File: config.mk
export PLATFORM = sky130hd
export DESIGN_NAME = fifo_read_arbiter_flat
export DESIGN_NICKNAME = d
export VERILOG_FILES = /design/src/rtl/fifo_read_arbiter_if.sv /design/src/rtl/fifo_read_arbiter.sv /design/src/flat_wrapper.sv
export SDC_FILE = /design/constraint.sdc
export NUM_CORES = 1
export LEC_CHECK = 0
export ABC_CLOCK_PERIOD_IN_PS = 1450
export CAP_MARGIN = 20
export CORE_MARGIN = 10
export CORE_UTILIZATION = 40
export CTS_BUF_LIST = sky130_fd_sc_hd__clkbuf_8
export DETAILED_ROUTE_END_ITERATION = 12
export PLACE_DENSITY = 0.8
export SKIP_LAST_GASP = 1
export SYNTH_ARGS = -nofsm -noshare
export SYNTH_HDL_FRONTEND = slang
export SYNTH_SLANG_ARGS = --single-unit
File: constraint.sdc
create_clock -name clk -period 1.45 [get_ports clk]
set_input_delay 0.3625 -clock clk [delete_from_list [all_inputs] [get_ports clk]]
set_output_delay 0.3625 -clock clk [all_outputs]
set_load 0.005 [all_outputs]
File: src/rtl/fifo_read_arbiter_if.sv
// Read-side bundle between the arbiter, its consumers and the FIFO read port.
// Latency: none (wires only).
// Backpressure: consumers throttle by dropping req; FIFO throttles via fifo_empty.
interface fifo_read_arbiter_if #(
  parameter int NREQ = 4,
  parameter int DW   = 8
);
  logic [NREQ-1:0] req;
  logic            fifo_empty;
  logic [DW-1:0]   fifo_dout;
  logic            fifo_rd_en;
  logic [NREQ-1:0] gnt;
  logic [NREQ-1:0] rd_valid;
  logic [DW-1:0]   rd_data;
  logic            busy;

  // Arbiter side.
  modport master (
    input  req, fifo_empty, fifo_dout,
    output fifo_rd_en, gnt, rd_valid, rd_data, busy
  );

  // Consumer / FIFO side.
  modport slave (
    output req, fifo_empty, fifo_dout,
    input  fifo_rd_en, gnt, rd_valid, rd_data, busy
  );
endinterface

File: src/rtl/fifo_read_arbiter.sv
// Round-robin sharing of one FIFO read port among NREQ consumers, bounded bursts.
// Latency: grant 1 cycle after request; read data/valid 1 cycle after fifo_rd_en.
// Backpressure: reads stop combinationally on req drop or fifo_empty; one idle cycle between grants.
module fifo_read_arbiter #(
  parameter int NREQ  = 4,
  parameter int DW    = 8,
  parameter int BURST = 4
) (
  input logic               clk,
  input logic               rst_n,
  fifo_read_arbiter_if.master bus
);
  localparam int CW = $clog2(BURST) + 1;
  localparam int LW = $clog2(NREQ);
  localparam logic [NREQ-1:0] ONE = {{(NREQ-1){1'b0}}, 1'b1};

  typedef enum logic {S_IDLE, S_BURST} state_t;

  state_t          state;
  state_t          state_nxt;
  logic [CW-1:0]   cnt;
  logic [LW-1:0]   last;
  logic [LW-1:0]   gidx;
  logic [NREQ-1:0] gnt_q;
  logic [NREQ-1:0] rd_valid_q;
  logic            win_vld;
  logic [LW-1:0]   win_idx;
  logic            rd_en;
  logic            burst_end;

  // Pick the first requester after the last winner; descending scan so the nearest one wins.
  always_comb begin
    win_vld = 1'b0;
    win_idx = '0;
    for (int i = NREQ; i >= 1; i--) begin
      logic [LW-1:0] idx;
      idx = LW'((int'(last) + i) % NREQ);
      if (bus.req[idx]) begin
        win_vld = 1'b1;
        win_idx = idx;
      end
    end
  end

  // Next state plus the combinational read strobe and burst termination.
  always_comb begin
    state_nxt = state;
    rd_en     = 1'b0;
    burst_end = 1'b0;
    case (state)
      S_IDLE: begin
        if (win_vld && !bus.fifo_empty) state_nxt = S_BURST;
      end
      S_BURST: begin
        rd_en     = bus.req[gidx] && !bus.fifo_empty;
        burst_end = (rd_en && (cnt == CW'(BURST - 1))) || !bus.req[gidx] || bus.fifo_empty;
        if (burst_end) state_nxt = S_IDLE;
      end
      default: state_nxt = S_IDLE;
    endcase
  end

  // State register.
  always_ff @(posedge clk or negedge rst_n) begin
    if (!rst_n) state <= S_IDLE;
    else        state <= state_nxt;
  end

  // Grant, beat counter and round-robin pointer; last starts at NREQ-1 so consumer 0 goes first.
  always_ff @(posedge clk or negedge rst_n) begin
    if (!rst_n) begin
      gnt_q <= '0;
      gidx  <= '0;
      cnt   <= '0;
      last  <= LW'(NREQ - 1);
    end else begin
      case (state)
        S_IDLE: begin
          if (state_nxt == S_BURST) begin
            gnt_q <= ONE << win_idx;
            gidx  <= win_idx;
            cnt   <= '0;
          end
        end
        S_BURST: begin
          if (burst_end) begin
            gnt_q <= '0;
            last  <= gidx;
            cnt   <= '0;
          end else if (rd_en) begin
            cnt <= cnt + 1'b1;
          end
        end
        default: gnt_q <= '0;
      endcase
    end
  end

  // Data strobe follows the read by one cycle, so the final beat lands in the idle cycle.
  always_ff @(posedge clk or negedge rst_n) begin
    if (!rst_n) rd_valid_q <= '0;
    else        rd_valid_q <= rd_en ? gnt_q : '0;
  end

  assign bus.fifo_rd_en = rd_en;
  assign bus.gnt        = gnt_q;
  assign bus.rd_valid   = rd_valid_q;
  assign bus.rd_data    = bus.fifo_dout;
  assign bus.busy       = (state == S_BURST);
endmodule

File: src/flat_wrapper.sv
// flat-port wrapper written by rule: the top's interface ports become plain ports
module fifo_read_arbiter_flat 
#(
  parameter int NREQ  = 4,
  parameter int DW    = 8,
  parameter int BURST = 4
)
  (clk, rst_n, bus_req, bus_fifo_empty, bus_fifo_dout, bus_fifo_rd_en, bus_gnt, bus_rd_valid, bus_rd_data, bus_busy);
  fifo_read_arbiter_if #(.NREQ(NREQ), .DW(DW)) bus_i ();
  input logic clk;
  input logic rst_n;
  input wire logic [$bits(bus_i.req)-1:0] bus_req;
  input wire logic [$bits(bus_i.fifo_empty)-1:0] bus_fifo_empty;
  input wire logic [$bits(bus_i.fifo_dout)-1:0] bus_fifo_dout;
  output wire logic [$bits(bus_i.fifo_rd_en)-1:0] bus_fifo_rd_en;
  output wire logic [$bits(bus_i.gnt)-1:0] bus_gnt;
  output wire logic [$bits(bus_i.rd_valid)-1:0] bus_rd_valid;
  output wire logic [$bits(bus_i.rd_data)-1:0] bus_rd_data;
  output wire logic [$bits(bus_i.busy)-1:0] bus_busy;
  assign bus_i.req = bus_req;
  assign bus_i.fifo_empty = bus_fifo_empty;
  assign bus_i.fifo_dout = bus_fifo_dout;
  assign bus_fifo_rd_en = bus_i.fifo_rd_en;
  assign bus_gnt = bus_i.gnt;
  assign bus_rd_valid = bus_i.rd_valid;
  assign bus_rd_data = bus_i.rd_data;
  assign bus_busy = bus_i.busy;
  fifo_read_arbiter #(.NREQ(NREQ), .DW(DW), .BURST(BURST)) u_core (.clk(clk), .rst_n(rst_n), .bus(bus_i));
endmodule
Yosys cells after proc, flatten, opt, wreduce, memory -nomap -nowiden

Cells that the tools add are included.

Bitwise operators: 1
Shift operators: 1
Multiplexer cells: 31
Order comparisons: 5
Multiply operators: 0
Divide/modulo/power cells: 0
Add/sub/neg operators: 5
Reductions and logical operators: 11
Eq/ne operators: 4

Operator list:

| cell                | number |
|---|---|
| $lt 2x3->1 const B  | 5 |
| $mux 1              | 13 |
| $mux 4              | 3 |
| $bmux 1 s2          | 5 |
| $mux 3              | 3 |
| $mux 2              | 4 |
| $pmux 4 s2          | 1 |
| $reduce_and 2->1    | 4 |
| $pmux 3 s2          | 1 |
| $add 2x1->2 const B | 2 |
| $add 2x2->2 const B | 2 |
| $shl 1x2->4 const A | 1 |
| $add 3x1->3 const B | 1 |
| $eq 3x2->1 const B  | 1 |
| $logic_and 1x1->1   | 3 |
| $ne 3x3->1 const B  | 1 |
| $logic_not 1->1     | 2 |
| $logic_or 1x1->1    | 2 |
| $ne 2x1->1 const B  | 1 |
| $ne 2x2->1 const B  | 1 |
| $pmux 1 s2          | 1 |
| $not 1->1           | 1 |

Memories kept: 0
Latch bits: 0
Output and inout port bits: 18
Bits of input ports: 15
ROM bits: 0
Flip-flop bits (word level): 16
Bits in writable memories: 0
Logic and storage cells: 64

Logic depth before layout (Yosys ltp)

Gate-level depths: netlist of run 1.

Word-level depth: 12
Mapped depth: 6
Depth with buffers taken out: 6

Worst setup path before layout of run 1

Ideal clock, no wire load.

Path type: reg-to-output
From: register u_core.gidx[0]
To: output bus_fifo_rd_en
Stages on the path, launching flop included: 4
Data required time: 1.087 ns
Path slack: -0.088 ns
Arrival time: 1.175 ns
Buffers on the path: 1
Path through: dfrtp_1 -> mux4_2 -> and3b_1 -> buf_6

Longest elaborated chain between the ends: 4

Ends and longest elaborated chain:

| item                         | line                    | source |
|---|---|---|
| start: declaration           | fifo_read_arbiter.sv:23 | `logic [LW-1:0] gidx;` |
| start signal: assignment     | fifo_read_arbiter.sv:81 | `gidx <= win_idx;` |
| $bmux 1 s2                   | fifo_read_arbiter.sv:55 | `rd_en = bus.req[gidx] && !bus.fifo_empty;` |
| $mux 1 (not written as such) | fifo_read_arbiter.sv:55 |  |
| $logic_and 1x1->1            | fifo_read_arbiter.sv:55 |  |
| $mux 1                       | fifo_read_arbiter.sv:50 | `case (state)` |
| end: declaration             | flat_wrapper.sv:15      | `output wire logic [$bits(bus_i.fifo_rd_en)-1:0] bus_fifo_rd_en;` |

No other way between the ends. The select of a mux whose other input is x is not followed.

Final worst setup path of run 1

Same ends and word-level chain as after synthesis.

==> summary.md, run 1 <==
| Metric | Value |
|---|---|
| Worst reg2reg setup slack | -330 ps |
| Initial drt markers | 23 |
| Synth area leaders | dfrtp_1 (42%), buf_4 (7.2%), dfstp_2 (6.3%) |
| First-pass iteration count of the detailed router | 4 |
| Fraction of registers with async set/reset | 100% |
| Worst Max-Slew Pin Slew | 479 ps |
| Power, Total | 0.00196 W |
| Startpoint Class | flop |
| Clock sinks | 16 |
| Seq/Total Area, Yosys | between 40 and 50% |
| Worst setup margin | -376 ps |
| Count of final setup violators | 15 |
| Largest net degree at the start of global routing | 17 |
| Total track usage | around 9.9% |
| Layout fillers | 169 |
| Synth warnings | 0 |
| Routed wire per std cell | between 15 and 20 um |
| FP Rows | 16 |
| Top-level port count | 33 |
| Syn_nets | between 80 and 90 |
| Drt via density | about 5 |
| Largest family of logic cells by synthesized area | compound AO/OA/AOI/OAI gates |
| Overflow after GRT | 0 |
| Initial antenna violation count | 0 |
| Power Density | 1590 nW/um^2 |
| H-tree depth | 1 |
| Reg2Reg Depth | 6 |
| Skew-Pair Late Insertion Delay | between 200 and 300 ps |
| Simple-gate share of the synthesized area | between 10% and 20% |
| Post-Syn Instances | 72 |
| RSZ-0062 raised after global routing | yes |
| Most numerous cell in the Yosys netlist | dfrtp_1 |
| Crit path max-delay family | multiplexers |
| Die height | 65.8 um |
| Max-slew violation count | 0 |
| Synth Area in XOR/XNOR | 0% |
| Root buf cell | clkbuf_8 |
| ANT cells | 0 |
| Relative slew margins | approximately two thirds |
| Register clock-pin slew on the reported worst setup and hold paths | 70 ps |
| LEAKAGE | 0.668 nW |
| Max cap viols | 0 |
| Post-synth top cells | dfrtp_1 (14), buf_4 (8), nor2_1 (5) |
| Post-Synth Adder-Cell Area | 2.98% |
| Clock Skew | 5.73 ps |
| Compound-cell area share of the yosys netlist | 17.1% |
| Critical path arrival | 1460 ps |
| Post-synthesis mux area share | 6.56% |
| Setup crit end kind | output pin |
| Initial Util | 42.4% |
| Mapped cell area | 840 um^2 |
| Yosys top cell area share | 41.7% |
| Final worst path period need | 1830 ps |
| Period utilization | 126% |
| Hpwl dp | 1520 um |
| Vias | 680 |
| Die area | roughly 4300 um^2 |
| Yosys cell types | 31 |
| WHS | 424 ps |
| Routed Antenna Nets | 0 |
| First-pass GRT wire length | 3380 um |
| CTS Buffer Depth | 2 |
| Post-synth EDFFs | 0 |
| Run status | complete, but fails checks |
| Fmax | 548 MHz |
| FF+latch count, synth | 16 |
| Main flop type after synthesis | dfrtp_1 |
| Worst r2r dst | u_core.bus.gnt[3]$_DFFE_PN0P_ |
| Die width | between 60 and 70 um |
| DRC Markers | 0 |
| Crit-path cells | mux4_2, and3b_1, buf_2 |
| Buf/Inv on CP | 1 |
| Share of cells above drive strength 1 | 39.0% |
| CP max FO | 2 |
| Critical Path Max Stage Delay | around 520 ps |
| CP Data Required Time | 1090 ps |
| Worst hold path class | in2async |
| Routability cong. | 0.845 |
| Slowest CP cell | mux4_2 |
| Fin nets | 123 |
| Core area | 1980 um^2 |
| Pre-CTS WS | -829 ps |
| Routed wire length | 2110 um |
| Syn avg cell area | 11.7 um^2 |
| Number of global-route vias before repair | 745 |
| IO buf count | 16 |
| Crit path kind | reg2out |
| Reg2Reg Launch Point | u_core.gidx[0]$_DFFE_PN0P_ |
| Final hold violations | 0 |
| Clock buffer count from CTS | 3 |
| Failing checks | setup timing |
| CTS tree | built |
| Synth area leader | dfrtp_1 |
| Area Growth Syn to Fin | 46.3% |
| Peak supply drop | 1.29 mV |
-- placed cells by master (no fill, tap or decap), drive strengths merged, types with 2 or more instances in the layout --
| cell | netlist | final |
|---|---|---|
| nor4 | 2 | 2 |
| dfrtp | 14 | 14 |
| ha | 2 | 2 |
| and2 | 4 | 4 |
| a21boi | 2 | 2 |
| dlymetal6s2s | 0 | 4 |
| dfstp | 2 | 2 |
| buf | 9 | 23 |
| a21o | 2 | 2 |
| a22o | 4 | 4 |
| dlygate4sd2 | 0 | 10 |
| inv | 2 | 2 |
| clkbuf | 0 | 4 |
| nor2 | 5 | 5 |
| o2bb2ai | 2 | 2 |
| mux2 | 2 | 2 |
| nand2 | 3 | 3 |
| nand2b | 2 | 2 |
| a21oi | 2 | 2 |
| o21ai | 2 | 2 |
-- where the power goes --
part	switching, W	internal, W
sequential	0.000128	0.000592
combinational	0.000340	0.000511
clock	0.000148	0.000240
total	0.000616	0.00134
-- sequential cells by signal (all words and copies together), names as in the netlist --
signal and count:
u_core.bus.busy 1, u_core.bus.gnt 4, u_core.bus.rd_valid 4, u_core.cnt 3
u_core.gidx 2, u_core.last 2
-- how the worst max path moves through the flow --
stage / depth (start not counted) / endpoint / start
global route: 3 / bus_fifo_rd_en / u_core.gidx[0]$_DFFE_PN0P_
CTS: 3 / bus_fifo_rd_en / u_core.gidx[0]$_DFFE_PN0P_
detailed placement: 4 / bus_fifo_rd_en / bus_req[3]
global placement: 4 / bus_fifo_rd_en / bus_req[3]
floorplan: 3 / bus_fifo_rd_en / u_core.gidx[0]$_DFFE_PN0P_
finish: 3 / bus_fifo_rd_en / u_core.gidx[0]$_DFFE_PN0P_
-- per-layer routing --
layer | track usage (%) | up-vias | part of all wire (%)
met5 | 0 | - | 0
met2 | 19.1 | 17 | 54
met4 | 2.94 | 0 | 0.61
met1 | 9.63 | 340 | 40
li1 | - | 319 | -
met3 | 3.05 | 4 | 4.6
-- per-stage QoR --
stage / setup TNS (ps) / area (um^2) / cells / utilization, %
floorplan: -293 / 843 / 72 / -
global placement: -8880 / 1090 / 122 / 54.8
global route: -3680 / 1230 / 132 / 62.0
CTS: -3260 / 1200 / 130 / 60.5
detailed placement: -9370 / 1090 / 122 / 54.8
finish: -2900 / 1230 / 132 / 62.0
-- layout make-up --
cell class | instances | area [um^2] | share of cell area, %
inverter | 2 | 7.51 | 0.611
sequential | 16 | 403 | 32.8
clock buffer | 4 | 55.1 | 4.48
tap | 27 | 33.8 | 2.75
multi-input combinational | 45 | 404 | 32.9
timing repair buffer | 38 | 325 | 26.5
-- what timing repair did --
item	CTS	global route
setup endpoints to repair	22	21
hold buffers	0	0
pin swaps	5	5
buffers inserted	4	2
resized for setup	23	6
-- worst reg2reg max path, cell delays in order, from the launching register on --
cell	delay (ps)
dfrtp_1	370
mux4_2	520
buf_4	150
buf_6	110
a21boi_4	220
nor2_4	90
a22o_1	200
-- kinds of logic (layout without fill, tap and decap cells) --
| logic type | count (synthesis) | in the layout |
|---|---|---|
| buffers and inverters | 11 | 44 |
| AO/OA/AOI/OAI | 18 | 18 |
| AND/OR/NAND/NOR | 21 | 21 |
| flip-flops | 16 | 16 |
| multiplexers | 4 | 4 |
| adder cells (fa/ha/maj) | 2 | 2 |
Note: power is estimated with default switching activity, not from simulation.
==> inputs of run 2 (changes only) <==
Settings changed: ABC_CLOCK_PERIOD_IN_PS 1450 to 2200, CORE_UTILIZATION 40 to 41, PLACE_DENSITY 0.8 to 0.79.
Clock period 1.45 ns to 2.2 ns, I/O delays scaled along.
==> run 2 against run 1 <==
Effect of this change:
- the run now ends clean
- combinational power down 55%
- clock skew down 4.8 ps
- global-route usage down 1.2 points
- sequential share of layout area up 4.9 points
- register-to-register slack better by 840 ps
- critical path depth up 1
- worst hold slack better by 79 ps
- clock power down 44%
- die area down 1.7%
- wire length down 14%
- critical path type is now in2out
- largest cell class is now flip-flops and latches
==> summary.md, run 2 (synthesized netlist as in run 1, its figures left out) <==
| Metric | Value |
|---|---|
| Skew-Pair Late Insertion Delay | 250 ps |
| Placed cell count | 116 |
| Register clock-pin slew on the reported worst setup and hold paths | around 60 ps |
| Routed wire per std cell | approximately 15 um |
| Number of global-route vias before repair | 678 |
| Clock Skew | about 0.96 ps |
| CP Data Required Time | roughly 1700 ps |
| H-tree depth | 1 |
| Count of final setup violators | 0 |
| Sequential cell area | 403 um^2 |
| Power Density | ~1000 nW/um^2 |
| Worst reg2reg setup slack | ~500 ps |
| Largest net degree at the start of global routing | 17 |
| Die width | approximately 65 um |
| Startpoint Class | input pin |
| WHS | around 500 ps |
| Fin nets | 111 |
| Final Util | between 50% and 60% |
| Hold_buf cts | 0 |
| Critical path arrival | around 1600 ps |
| Routed Antenna Nets | 0 |
| RSZ-0062 raised after global routing | no |
| Hpwl dp | 1500 um |
| Overflow after GRT | 0 |
| Initial drt markers | 13 |
| Total track usage | 8.68% |
| Root buf cell | clkbuf_8 |
| Top-level port count | 33 |
| Peak supply drop | 0.504 mV |
| Crit-path cells | dlygate4sd2_1, mux4_2, and3b_1, buf_2 |
| CTS tree | built |
| Clock sinks | 16 |
| Final hold violations | 0 |
| LEAKAGE | slightly below 0.5 nW |
| DRC Markers | 0 |
| Drt via density | 5.25 |
| Crit path kind | in2out |
| FP Rows | 16 |
| Clock buffer count from CTS | 3 |
| Max cap viols | 0 |
| First-pass GRT wire length | 2960 um |
| Leading cell types in the layout, fill and taps excluded | dfrtp_1 (14), clkdlybuf4s50_1 (11), buf_4 (10) |
| Core area | 1960 um^2 |
| Routability cong. | 0.815 |
| Area Growth Syn to Fin | 27.3% |
| Layout fillers | 199 |
| Share of cells above drive strength 1 | 25.0% |
| Max-slew violation count | 0 |
| Buf/Inv on CP | 2 |
| Die area | 4260 um^2 |
| First-pass iteration count of the detailed router | 4 |
| Die height | 65.3 um |
| Relative slew margins | 72.3% |
| Post-Route Setup TNS | 0 ps |
| Crit path max-delay family | multiplexers |
| CTS Buffer Depth | 2 |
| Vias | 625 |
| Final worst path period need | approximately 2100 ps |
| Critical Path Max Stage Delay | 480 ps |
| Area of the multi-input gates | 358 um^2 |
| CP max FO | 2 |
| Initial Util | 42.8% |
| Fmax | 466 MHz |
| ANT cells | 0 |
| Slowest CP cell | mux4_2 |
| Routed wire length | 1810 um |
| Worst hold path class | reg2reg |
| Setup crit end kind | output pin |
| IO buf count | 16 |
| Most common cell after layout, fill and taps aside | dfrtp_1 |
| Run status | complete, no violations |
| Worst Max-Slew Pin Slew | 413 ps |
| Post-route insts no fill | 119 |
| Period utilization | 97.5% |
| Initial antenna violation count | 0 |
run 2: cell types whose count changed in the layout (fill, tap and decap cells not counted), moves of 2 or more:
cell	previous run	this run
dlymetal6s2s_1	4	0
buf_4	20	10
o2bb2ai_1	0	2
mux2_2	0	2
clkdlybuf4s50_1	1	11
dlygate4sd2_1	10	4
o2bb2ai_2	2	0
buf_6	2	0
mux2_4	2	0
run 2: cell type report:
cell class              instances  area share (%)
inverters                       2           0.703
clock buffers                   3            3.86
flip-flops and latches         16            37.7
multi-input cells              45            33.5
well taps                      27            3.16
repair buffers                 26            21.1
run 2: power by group:
part	internal (W)	total (W)	switching, W
sequential	0.000390	0.000473	0.0000831
clock	0.000121	0.000217	0.0000960
combinational	0.000233	0.000384	0.000151
total	0.000744	0.00107	0.000330
run 2: per-stage QoR:
| step | total power (W) | worst slack [ps] | instance area (um^2) |
|---|---|---|---|
| finish | 0.00107 | 54.2 | 1070 |
| global route | 0.00114 | 16.1 | 1070 |
| floorplan | 0.000689 | 329 | 840 |
| detailed placement | 0.000876 | -470 | 1040 |
| CTS | 0.00109 | 45.3 | 1070 |
| global placement | 0.000861 | -444 | 1040 |
run 2: worst paths after layout:
| check | start | end | cells after the start |
|---|---|---|---|
| setup / recovery | bus_req[3] | bus_fifo_rd_en | 4 |
| hold / removal | u_core.cnt[2]$_DFFE_PN0P_ | u_core.cnt[2]$_DFFE_PN0P_ | 1 |
| setup reg to reg | u_core.gidx[0]$_DFFE_PN0P_ | u_core.bus.gnt[3]$_DFFE_PN0P_ | 5 |
| hold reg to reg | u_core.cnt[2]$_DFFE_PN0P_ | u_core.cnt[2]$_DFFE_PN0P_ | 1 |
| max in group asynchronous | rst_n | u_core.last[1]$_DFFE_PN1P_ | 2 |
| min in group asynchronous | rst_n | u_core.bus.busy$_DFF_PN0_ | 2 |
run 2: layer usage:
metal	GRT usage (%)	vias to the layer above	routed length (um)	part of all wire, %
met4	4.55	0	38	2.1
met1	8.75	299	774	43
met5	0	-	0	0
li1	-	296	-	-
met2	15.0	24	856	47
met3	3.56	6	143	7.9
run 2: what timing repair did:
item	in CTS	in global routing
setup buffers	0	0
endpoints found under the setup margin	1	0
gates resized for setup	8	0
==> inputs of run 3 (changes only) <==
Settings changed: CELL_PAD_IN_SITES_DETAIL_PLACEMENT set to 0, CELL_PAD_IN_SITES_GLOBAL_PLACEMENT set to 2, CORE_UTILIZATION 41 to 29, PLACE_DENSITY 0.79 to 0.89.
==> run 3 against run 2 <==
Effect of this change:
- combinational power increased by 5%
- sequential power down 0.8%
- cell count is 3.4% higher
- count of clock-buffer cells in the layout increased by 1
- fmax down 0.56%
- total power increased by 6.0%
- clock power grew 23%
- flip-flop and latch count unchanged
- sequential share of layout area decreased by 0.69 points
- non-clock buffer count fell by 1
- via count grew 3.0%
- worst setup slack got worse by 12 ps
==> summary.md, run 3 (synthesized netlist as in run 1, its figures left out) <==
| Metric | Value |
|---|---|
| Run status | complete, no violations |
| CP max FO | 2 |
| Switching Share | just over 30% |
| CTS Buffer Depth | 2 |
| Final hold violations | 0 |
| Drt via density | 5.24 |
| Slowest CP cell | mux4_2 |
| Worst Hold Launch | u_core.cnt[1]$_DFFE_PN0P_ |
| Worst hold path class | reg2reg |
| Routed wire length | 1820 um |
| Fmax | 463 MHz |
| Routed Antenna Nets | 0 |
| First-pass iteration count of the detailed router | 6 |
| Switching Power | about 0.00035 W |
| Crit path kind | in2out |
| Layout fillers | around 270 |
| Relative slew margins | 53.6% |
| Initial Util | 30.4% |
| Hold Crit Depth | 1 |
| Most common cell after layout, fill and taps aside | dfrtp_1 |
| Crit-path cells | dlygate4sd2_1, mux4_2, and3b_2, buf_6 |
| Critical path arrival | 1610 ps |
| Share of cells above drive strength 1 | 26.1% |
| Clock share of power | 23.4% |
| Sequential fraction of design power | between 40% and 50% |
| Startpoint Class | input pin |
| Vias | 644 |
| Period utilization | between 90% and 100% |
| Root buf cell | clkbuf_8 |
| Max-slew violation count | 0 |
| LEAKAGE | 0.489 nW |
| Setup crit end kind | output pin |
| Number of global-route vias before repair | 659 |
| H-tree depth | 1 |
| Area of the multi-input gates | 359 um^2 |
| CTS tree | built |
| Hpwl dp | 1430 um |
| DRC Markers | 0 |
| Internal power | 0.000793 W |
| Clock buffer count from CTS | 3 |
| Combinational Power Share | 35.4% |
| Power Density | ~1000 nW/um^2 |
| Clock sinks | 16 |
| Worst reg2reg setup slack | 360 ps |
| Die height | 73.8 um |
| Clock Skew | a little over 2 ps |
| Worst Max-Slew Pin Slew | just under 700 ps |
| Register clock-pin slew on the reported worst setup and hold paths | 60 ps |
| Reg2Reg Depth | 6 |
| Top-level port count | 33 |
| FP Rows | 19 |
| Reg2Reg Launch Point | u_core.gidx[0]$_DFFE_PN0P_ |
| ANT cells | 0 |
| Fin nets | 110 |
| Routability cong. | 0.748 |
| IO buf count | 16 |
| First-pass GRT wire length | 3040 um |
| Total track usage | 7.34% |
| Power, Total | approximately 0.0011 W |
| Initial antenna violation count | 0 |
| Peak supply drop | 0.542 mV |
| Routed wire per std cell | 14.8 um |
| RSZ-0062 raised after global routing | no |
| Initial drt markers | 12 |
| Core area | roughly 2800 um^2 |
| Placed cell count | 118 |
| Crit. Startpoint | bus_req[2] |
| Count of final setup violators | 0 |
| Largest net degree at the start of global routing | 17 |
| Leading cell types in the layout, fill and taps excluded | dfrtp_1 (14), clkdlybuf4s50_1 (11), buf_4 (9) |
| Final worst path period need | 2160 ps |
| Sequential cell area | 403 um^2 |
| Die width | 73.8 um |
| Post-route insts no fill | 123 |
| Overflow after GRT | 0 |
| Critical Path Max Stage Delay | between 400 and 500 ps |
| Max cap viols | 0 |
| Area Growth Syn to Fin | 29.7% |
| Hold_buf cts | 0 |
| CP Data Required Time | 1650 ps |
| Skew-Pair Late Insertion Delay | 260 ps |
| Die area | 5450 um^2 |
## run 3: changes by cell type in the layout (fill, tap and decap cells not counted)
cell	previous run	this run
buf_6	0	1
clkbuf_8	3	4
buf_4	10	9
buf_2	1	0
and3b_1	1	0
dlygate4sd2_1	4	3
and3b_2	0	1
clkdlybuf4s15_1	0	1
## run 3: stage by stage
step,setup slack [ps],util (%),instance area [um^2],hold WS (ps),setup TNS (ps)
2_1_floorplan,329,-,840,254,0
3_3_place_gp,-455,37.3,1030,482,-659
3_5_place_dp,-467,37.3,1030,497,-769
4_1_cts,44.6,38.9,1070,513,0
5_1_grt,5.43,39.5,1090,530,0
6_report,42.1,39.5,1090,507,0
## run 3: worst max-delay path: cells and delay by family
kind                   cells  cell delay [ps]
buffers and inverters      2              350
muxes                      1              470
and+or+nand+nor            1              230
## run 3: final cells by class
class / instances / share of cell area [%]
repair buffers: 25 / 20.7
inverters: 2 / 0.690
flip-flops and latches: 16 / 37.0
multi-input cells: 45 / 33.0
well taps: 31 / 3.56
clock buffers: 4 / 5.06
## run 3: per-layer routing
| layer | routed length [um] | vias up | track usage, % |
|---|---|---|---|
| met3 | 176 | 9 | 3.90 |
| met2 | 927 | 21 | 11.7 |
| met5 | 0 | - | 0 |
| met1 | 658 | 317 | 7.01 |
| met4 | 54 | 0 | 5.38 |
| li1 | - | 297 | - |
## run 3: final timing paths
check / end
worst min-delay path: u_core.cnt[1]$_DFFE_PN0P_
max in group asynchronous: u_core.bus.busy$_DFF_PN0_
worst min register to register: u_core.cnt[1]$_DFFE_PN0P_
worst max-delay path: bus_fifo_rd_en
worst max register to register: u_core.bus.gnt[2]$_DFFE_PN0P_
min in group asynchronous: u_core.bus.gnt[3]$_DFFE_PN0P_
## run 3: power by group through the flow
stage / registers [W] / logic [W] / clock network, W
5_1_grt: 0.000487 / 0.000442 / 0.000292
4_1_cts: 0.000471 / 0.000392 / 0.000276
6_report: 0.000469 / 0.000403 / 0.000267
2_1_floorplan: 0.000458 / 0.000230 / 0
3_5_place_dp: 0.000475 / 0.000394 / 0
3_3_place_gp: 0.000475 / 0.000383 / 0
## run 3: repair_timing
item                       in CTS  in global routing
setup endpoints to repair       1                  1
setup buffers                   0                  1
resized for setup               8                  3
pin swaps                       0                  0
